<file path="config.mk">
export PLATFORM = sky130hd
export DESIGN_NAME = writeback_buffer
export DESIGN_NICKNAME = d
export VERILOG_FILES = /design/src/rtl/cpu_pkg.sv /design/src/rtl/writeback_buffer_queue.sv /design/src/rtl/writeback_buffer.sv
export SDC_FILE = /design/constraint.sdc
export NUM_CORES = 2
export LEC_CHECK = 0
export BUFFER_PORTS_ARGS = -buffer_cell sky130_fd_sc_hd__buf_2
export CORE_ASPECT_RATIO = 0.9
export CORE_UTILIZATION = 40
export DETAILED_ROUTE_END_ITERATION = 16
export PLACE_DENSITY = 0.53
export RECOVER_POWER = 100
export SLEW_MARGIN = 25
export SYNTH_ARGS = -nofsm -noshare
export SYNTH_HDL_FRONTEND = slang
export SYNTH_SLANG_ARGS = --single-unit
</file>
<file path="constraint.sdc">
create_clock -name clk -period 4.6 [get_ports clk]
set_input_delay 0.92 -clock clk [delete_from_list [all_inputs] [get_ports clk]]
set_output_delay 0.92 -clock clk [all_outputs]
set_load 0.01 [all_outputs]
</file>
<file path="src/rtl/cpu_pkg.sv">
// Shared defaults and types for the register writeback path.
// Holds default widths, queue depth and the queued {addr,data} entry.
package cpu_pkg;

   localparam int DATA_W_DEF = 32;
   localparam int ADDR_W_DEF = 5;
   localparam int NUM_CH_DEF = 2;
   localparam int DEPTH_DEF  = 4;

   typedef struct packed {
      logic [ADDR_W_DEF-1:0] addr;
      logic [DATA_W_DEF-1:0] data;
   } wb_entry_t;

   // Index width for a one-or-more element set.
   function automatic int ptr_w(input int n);
      return (n > 1) ? $clog2(n) : 1;
   endfunction

endpackage

</file>
<file path="src/rtl/writeback_buffer_queue.sv">
// wb_queue: circular FIFO of {addr,data} entries with age-ordered read-out.
// Ports: clk, reset (async low), push/din, pop, count, ents (oldest in LSBs).
module wb_queue
   import cpu_pkg::*;
#(
   parameter int W     = ADDR_W_DEF + DATA_W_DEF,
   parameter int DEPTH = DEPTH_DEF
)(
   input  logic                    clk,
   input  logic                    reset,
   input  logic                    push,
   input  logic [W-1:0]            din,
   input  logic                    pop,
   output logic [$clog2(DEPTH):0]  count,
   output logic [DEPTH*W-1:0]      ents
);

   localparam int PW = $clog2(DEPTH);
   localparam int CW = PW + 1;

   logic [W-1:0]  mem [DEPTH];
   logic [PW-1:0] head;
   logic [PW-1:0] tail;

   always_ff @(posedge clk or negedge reset) begin
      if (!reset) begin
         head  <= '0;
         tail  <= '0;
         count <= '0;
      end else begin
         if (push)
            tail <= tail + PW'(1);
         if (pop)
            head <= head + PW'(1);
         count <= count + CW'(push) - CW'(pop);
      end
   end

   always_ff @(posedge clk) begin
      if (push)
         mem[tail] <= din;
   end

   // Slot i of ents is the i-th oldest entry; only the first count are live.
   always_comb begin
      ents = '0;
      for (int i = 0; i < DEPTH; i++)
         ents[i*W +: W] = mem[head + PW'(i)];
   end

endmodule

</file>
<file path="src/rtl/writeback_buffer.sv">
// Register file with a queued, round-robin arbitrated multi-channel write port.
// Ports: clk, reset, in_valid/in_ready/in_addr/in_data, ra1/ra2->rd1/rd2, wr, count.
module writeback_buffer
   import cpu_pkg::*;
#(
   parameter int DATA_W   = DATA_W_DEF,
   parameter int ADDR_W   = ADDR_W_DEF,
   parameter int NUM_CH   = NUM_CH_DEF,
   parameter int DEPTH    = DEPTH_DEF,
   parameter int ZERO_REG = 1
)(
   input  logic                     clk,
   input  logic                     reset,
   input  logic [NUM_CH-1:0]        in_valid,
   output logic [NUM_CH-1:0]        in_ready,
   input  logic [NUM_CH*ADDR_W-1:0] in_addr,
   input  logic [NUM_CH*DATA_W-1:0] in_data,
   input  logic [ADDR_W-1:0]        ra1,
   input  logic [ADDR_W-1:0]        ra2,
   output logic [DATA_W-1:0]        rd1,
   output logic [DATA_W-1:0]        rd2,
   output logic                     wr,
   output logic [$clog2(DEPTH):0]   count
);

   localparam int CW   = $clog2(DEPTH) + 1;
   localparam int EW   = ADDR_W + DATA_W;
   localparam int GW   = ptr_w(NUM_CH);
   localparam int NREG = 2 ** ADDR_W;

   logic [DATA_W-1:0] regs [NREG];
   logic [GW-1:0]     rr_ptr;
   logic [GW-1:0]     gnt_idx;
   logic [NUM_CH-1:0] gnt;
   logic              hs;
   logic              push;
   logic              pop;
   logic [ADDR_W-1:0] sel_addr;
   logic [DATA_W-1:0] sel_data;
   logic [CW-1:0]     count_nx;
   logic [DEPTH*EW-1:0] ents;

   function automatic logic [GW-1:0] ch_at(input logic [GW-1:0] p, input int k);
      int s;
      s = int'(p) + k;
      if (s >= NUM_CH)
         s = s - NUM_CH;
      return GW'(s);
   endfunction

   // Scan from the far end so the channel closest to rr_ptr wins.
   always_comb begin
      hs      = 1'b0;
      gnt_idx = '0;
      gnt     = '0;
      if (count != CW'(DEPTH)) begin
         for (int k = NUM_CH - 1; k >= 0; k--) begin
            if (in_valid[ch_at(rr_ptr, k)]) begin
               hs      = 1'b1;
               gnt_idx = ch_at(rr_ptr, k);
            end
         end
      end
      if (hs)
         gnt[gnt_idx] = 1'b1;
   end

   assign in_ready = gnt & {NUM_CH{reset}};
   assign sel_addr = in_addr[int'(gnt_idx)*ADDR_W +: ADDR_W];
   assign sel_data = in_data[int'(gnt_idx)*DATA_W +: DATA_W];

   // Writes to a hardwired zero register are granted but dropped.
   assign push     = hs && !(ZERO_REG != 0 && sel_addr == '0);
   assign pop      = (count != '0);
   assign count_nx = count + CW'(push) - CW'(pop);

   wb_queue #(
      .W     (EW),
      .DEPTH (DEPTH)
   ) u_queue (
      .clk   (clk),
      .reset (reset),
      .push  (push),
      .din   ({sel_addr, sel_data}),
      .pop   (pop),
      .count (count),
      .ents  (ents)
   );

   always_ff @(posedge clk or negedge reset) begin
      if (!reset) begin
         for (int i = 0; i < NREG; i++)
            regs[i] <= '0;
         rr_ptr <= '0;
         wr     <= 1'b1;
      end else begin
         if (pop)
            regs[ents[DATA_W +: ADDR_W]] <= ents[0 +: DATA_W];
         if (hs)
            rr_ptr <= ch_at(gnt_idx, 1);
         wr <= (count_nx == '0) && !hs;
      end
   end

   // Later queue slots are younger, so the last match wins.
   for (genvar p = 0; p < 2; p++) begin : g_rd
      logic [ADDR_W-1:0] a;
      logic [DATA_W-1:0] v;
      assign a = (p == 0) ? ra1 : ra2;
      always_comb begin
         v = regs[a];
         for (int i = 0; i < DEPTH; i++)
            if (CW'(i) < count && ents[i*EW+DATA_W +: ADDR_W] == a)
               v = ents[i*EW +: DATA_W];
         if (ZERO_REG != 0 && a == '0)
            v = '0;
      end
   end

   assign rd1 = g_rd[0].v;
   assign rd2 = g_rd[1].v;

endmodule
</file>
==> flow_metrics.env <==
export IMPL_root_buffer="clkbuf_16"
export IMPL_cts_buffers=130
export IMPL_path_class="reg2out"
export IMPL_grt_max_degree=155
export IMPL_dp_cells=8410
export IMPL_final_common_cell="nand2_1"
export IMPL_reg2reg_to="regs[324]$_DFFE_PN0P_"
export IMPL_crit_path_end_kind="output pin"
export IMPL_wl_per_cell_um=28.9
export IMPL_first_iter_violations=6703
export IMPL_dr_total_vias=53800
export IMPL_ys_types=70
export IMPL_die_h_um=384
export IMPL_whs_ns=0.101
export IMPL_critical_path_slowest_cell="mux4_2"
export IMPL_crit_path_max_incr_delay_ns=0.64
export IMPL_synth_top_family_by_area="multiplexers"
export IMPL_routed_via_density=6.18
export IMPL_clkSinkCount=1181
export IMPL_fin_ws_ns=-0.226
export IMPL_clock_latency_ns=0.78
export IMPL_fin_crit_ns=4.83
export IMPL_worst_path_most_repeated_cell="buf_12"
export IMPL_worstPathRequired_ns=3.68
export IMPL_synthMuxAreaShare_pct=20.8
export IMPL_synth_cells=6441
export IMPL_ctsHoldBuffers=0
export IMPL_yosysWarnings=0
export IMPL_start_util_pct=40.5
export IMPL_postLayoutCellArea_um2=76500
export IMPL_dieArea_um2=164000
export IMPL_tightest_slew_ns=3.52
export IMPL_core_um2=160000
export IMPL_drc_errors=0
export IMPL_area_growth_pct=17.9
export IMPL_synth_compound_area_share_pct=15.4
export IMPL_outcome="finished with violations"
export IMPL_setup_violations=64
export IMPL_drtAntennaViolNets=0
export IMPL_track_usage_pct=30.5
export IMPL_synth_xor_area_share_pct=0.607
export IMPL_avgSynthCellArea_um2=10.1
export IMPL_grt_pass1_wl_um=365000
export IMPL_power_density_nw_per_um2=693
export IMPL_ys_seq_area_share_pct=46.7
export IMPL_synth_edf_count=148
export IMPL_nets=6603
export IMPL_timing_hold_violations_final=0
export IMPL_gr_total_overflow=0
export IMPL_rrSetupSlack_ns=0.75
export IMPL_grt_setup_unrepaired="true"
export IMPL_crit_chain="buf_6 -> mux4_2 -> buf_12 -> xnor2_4 -> nand2_2 -> nor2_4 -> buf_12 -> buf_12 -> or3_4 -> a31oi_4 -> o21ai_2 -> buf_4 -> buf_2"
export IMPL_peakVddDrop_v=0.000537
export IMPL_synthAdderAreaFrac_pct=0.185
export IMPL_row_count=139
export IMPL_r2r_start="u_queue.head[0]$_DFFE_PN0P_"
export IMPL_place_ws_ns=0.00778
export IMPL_routabilityCongestion=0.889
export IMPL_drv_cap=8
export IMPL_placed_area_um2=69800
export IMPL_cp_data_arrival_time_ns=3.91
export IMPL_slew_violations=735
export IMPL_ioPinCount=158
export IMPL_dieWidth_um=427
export IMPL_rr_worst_depth=8
export IMPL_synth_seq_cells=1181
export IMPL_numPortBuffers=157
export IMPL_utilization_pct=47.7
export IMPL_cts_tree="done"
export IMPL_path_max_fanout=11
export IMPL_min_period_over_period_pct=105
export IMPL_synth_ff_type="dfrtp_1"
export IMPL_layout_common_cells="nand2_1, o21ai_0, dfrtp_1"
export IMPL_hold_path_class="in2async"
export IMPL_synthSimpleGateAreaFrac_pct=12.2
export IMPL_violations="capacitance limit, slew limit, setup timing"
export IMPL_drt_wl_total_um=252000
export IMPL_cp_start_kind="register"
export IMPL_clock_path_buffers=3
export IMPL_antenna_found_initial=5
export IMPL_synthArstFlopShare_pct=87.5
export IMPL_finalNonFillerCells=8717
export IMPL_synthesis_nets=6538
export IMPL_relSlewSlack_pct=-135
export IMPL_path_clk_slew_ns=0.06
export IMPL_p_leak_nw=32.8
export IMPL_final_layout_size_suffix_gt1_share_pct=22.7
export IMPL_dp_hpwl_um=153000
export IMPL_max_freq_mhz=207
export IMPL_syn_area_um2=64900
export IMPL_finClkSkew_ns=0.0172
export IMPL_grt_pass1_vias=51400
export IMPL_h_tree_depth=4
export IMPL_dr_pass1_iters=6
-- logic make-up (layout without fill, tap and decap cells) --
family,Yosys count,count (layout)
flops,1181,1181
simple gates,1870,1870
buf+inv,650,809
mux,938,938
xor+xnor,45,45
other cells,0,2
fa+ha+maj,9,9
compound gates,1748,1748
-- per-layer routing --
layer,global-route usage (%),vias up,share of wire (%)
met2,45.3,2578,44
met4,11.7,0,4.1
met1,43.8,27200,43
met3,5.77,454,8.9
met5,0,-,0
li1,-,23600,-
-- worst max-delay path by stage --
stage                                      startpoint  endpoint  slack (ns)
final                     u_queue.head[0]$_DFFE_PN0P_    rd2[4]       -0.23
after global routing      u_queue.head[0]$_DFFE_PN0P_   rd1[30]       -0.30
after CTS                 u_queue.head[0]$_DFFE_PN0P_   rd2[19]       -0.20
after detailed placement                       ra2[0]    rd2[5]       0.008
after global placement                         ra2[1]   rd2[28]       -0.02
after floorplan                                ra2[0]   rd2[28]        0.44
-- where the power goes --
part / switching (W) / total, W / internal, W
clock: 0.00444 / 0.0108 / 0.00637
sequential: 0.00338 / 0.0184 / 0.0150
combinational: 0.0145 / 0.0238 / 0.00936
-- synth_stat cells, types with 44 or more instances --
| library cell | number | area [um^2] |
|---|---|---|
| a211oi_1 | 44 | 330 |
| a21oi_1 | 139 | 696 |
| a22oi_1 | 187 | 1400 |
| buf_2 | 84 | 420 |
| clkbuf_1 | 482 | 1810 |
| dfrtp_1 | 1032 | 25800 |
| edfxtp_1 | 148 | 4440 |
| mux2_2 | 218 | 2450 |
| mux2i_1 | 411 | 4110 |
| mux4_2 | 305 | 6870 |
| nand2_1 | 1285 | 4820 |
| nand3_1 | 145 | 726 |
| nand4_1 | 88 | 551 |
| nor2_1 | 151 | 567 |
| nor2b_1 | 49 | 307 |
| o21ai_0 | 1088 | 5450 |
| o22ai_1 | 97 | 607 |
-- area by class of cell --
type / instances / area (um^2)
Timing Repair Buffer: 557 / 5650
Antenna cell: 2 / 5.00
Inverter: 26 / 100
Clock buffer: 194 / 3960
Fill cell: 14800 / 83800
Sequential cell: 1181 / 30300
Multi-Input combinational cell: 4610 / 33500
Tap cell: 2115 / 2650
Clock inverter: 32 / 380
-- sequential cells by signal (all words and copies together), names as in the netlist --
name and count:
regs 1024, u_queue.mem 148, u_queue.count 3, u_queue.head 2, u_queue.tail 2, rr_ptr 1
wr 1
-- worst max-delay path: cells and delay by family (launching register included) --
kind	cells	cell delay, ns
AOI/OAI and AO/OA	2	0.30
xor gates and xnor gates	1	0.16
and+or+nand+nor	3	0.64
buffers and inverters	6	0.90
muxes	1	0.64
DFF	1	0.47
-- timing repair --
action / 4_1_cts / 5_1_grt
hold endpoints to repair: 0 / 0
gates resized for setup: 248 / 76
setup endpoints to repair: 64 / 64
pin swaps: 59 / 67
gates cloned: 18 / 4
buffers inserted: 56 / 10
-- through the flow --
step | setup TNS (ns) | power [W]
floorplan | 0 | 0.0313
CTS | -6.84 | 0.0525
finish | -8.59 | 0.0531
detailed placement | 0 | 0.0401
global placement | -0.0404 | 0.0397
global route | -42.61 | 0.0560
No activity file was read; power rests on OpenSTA's default activity.
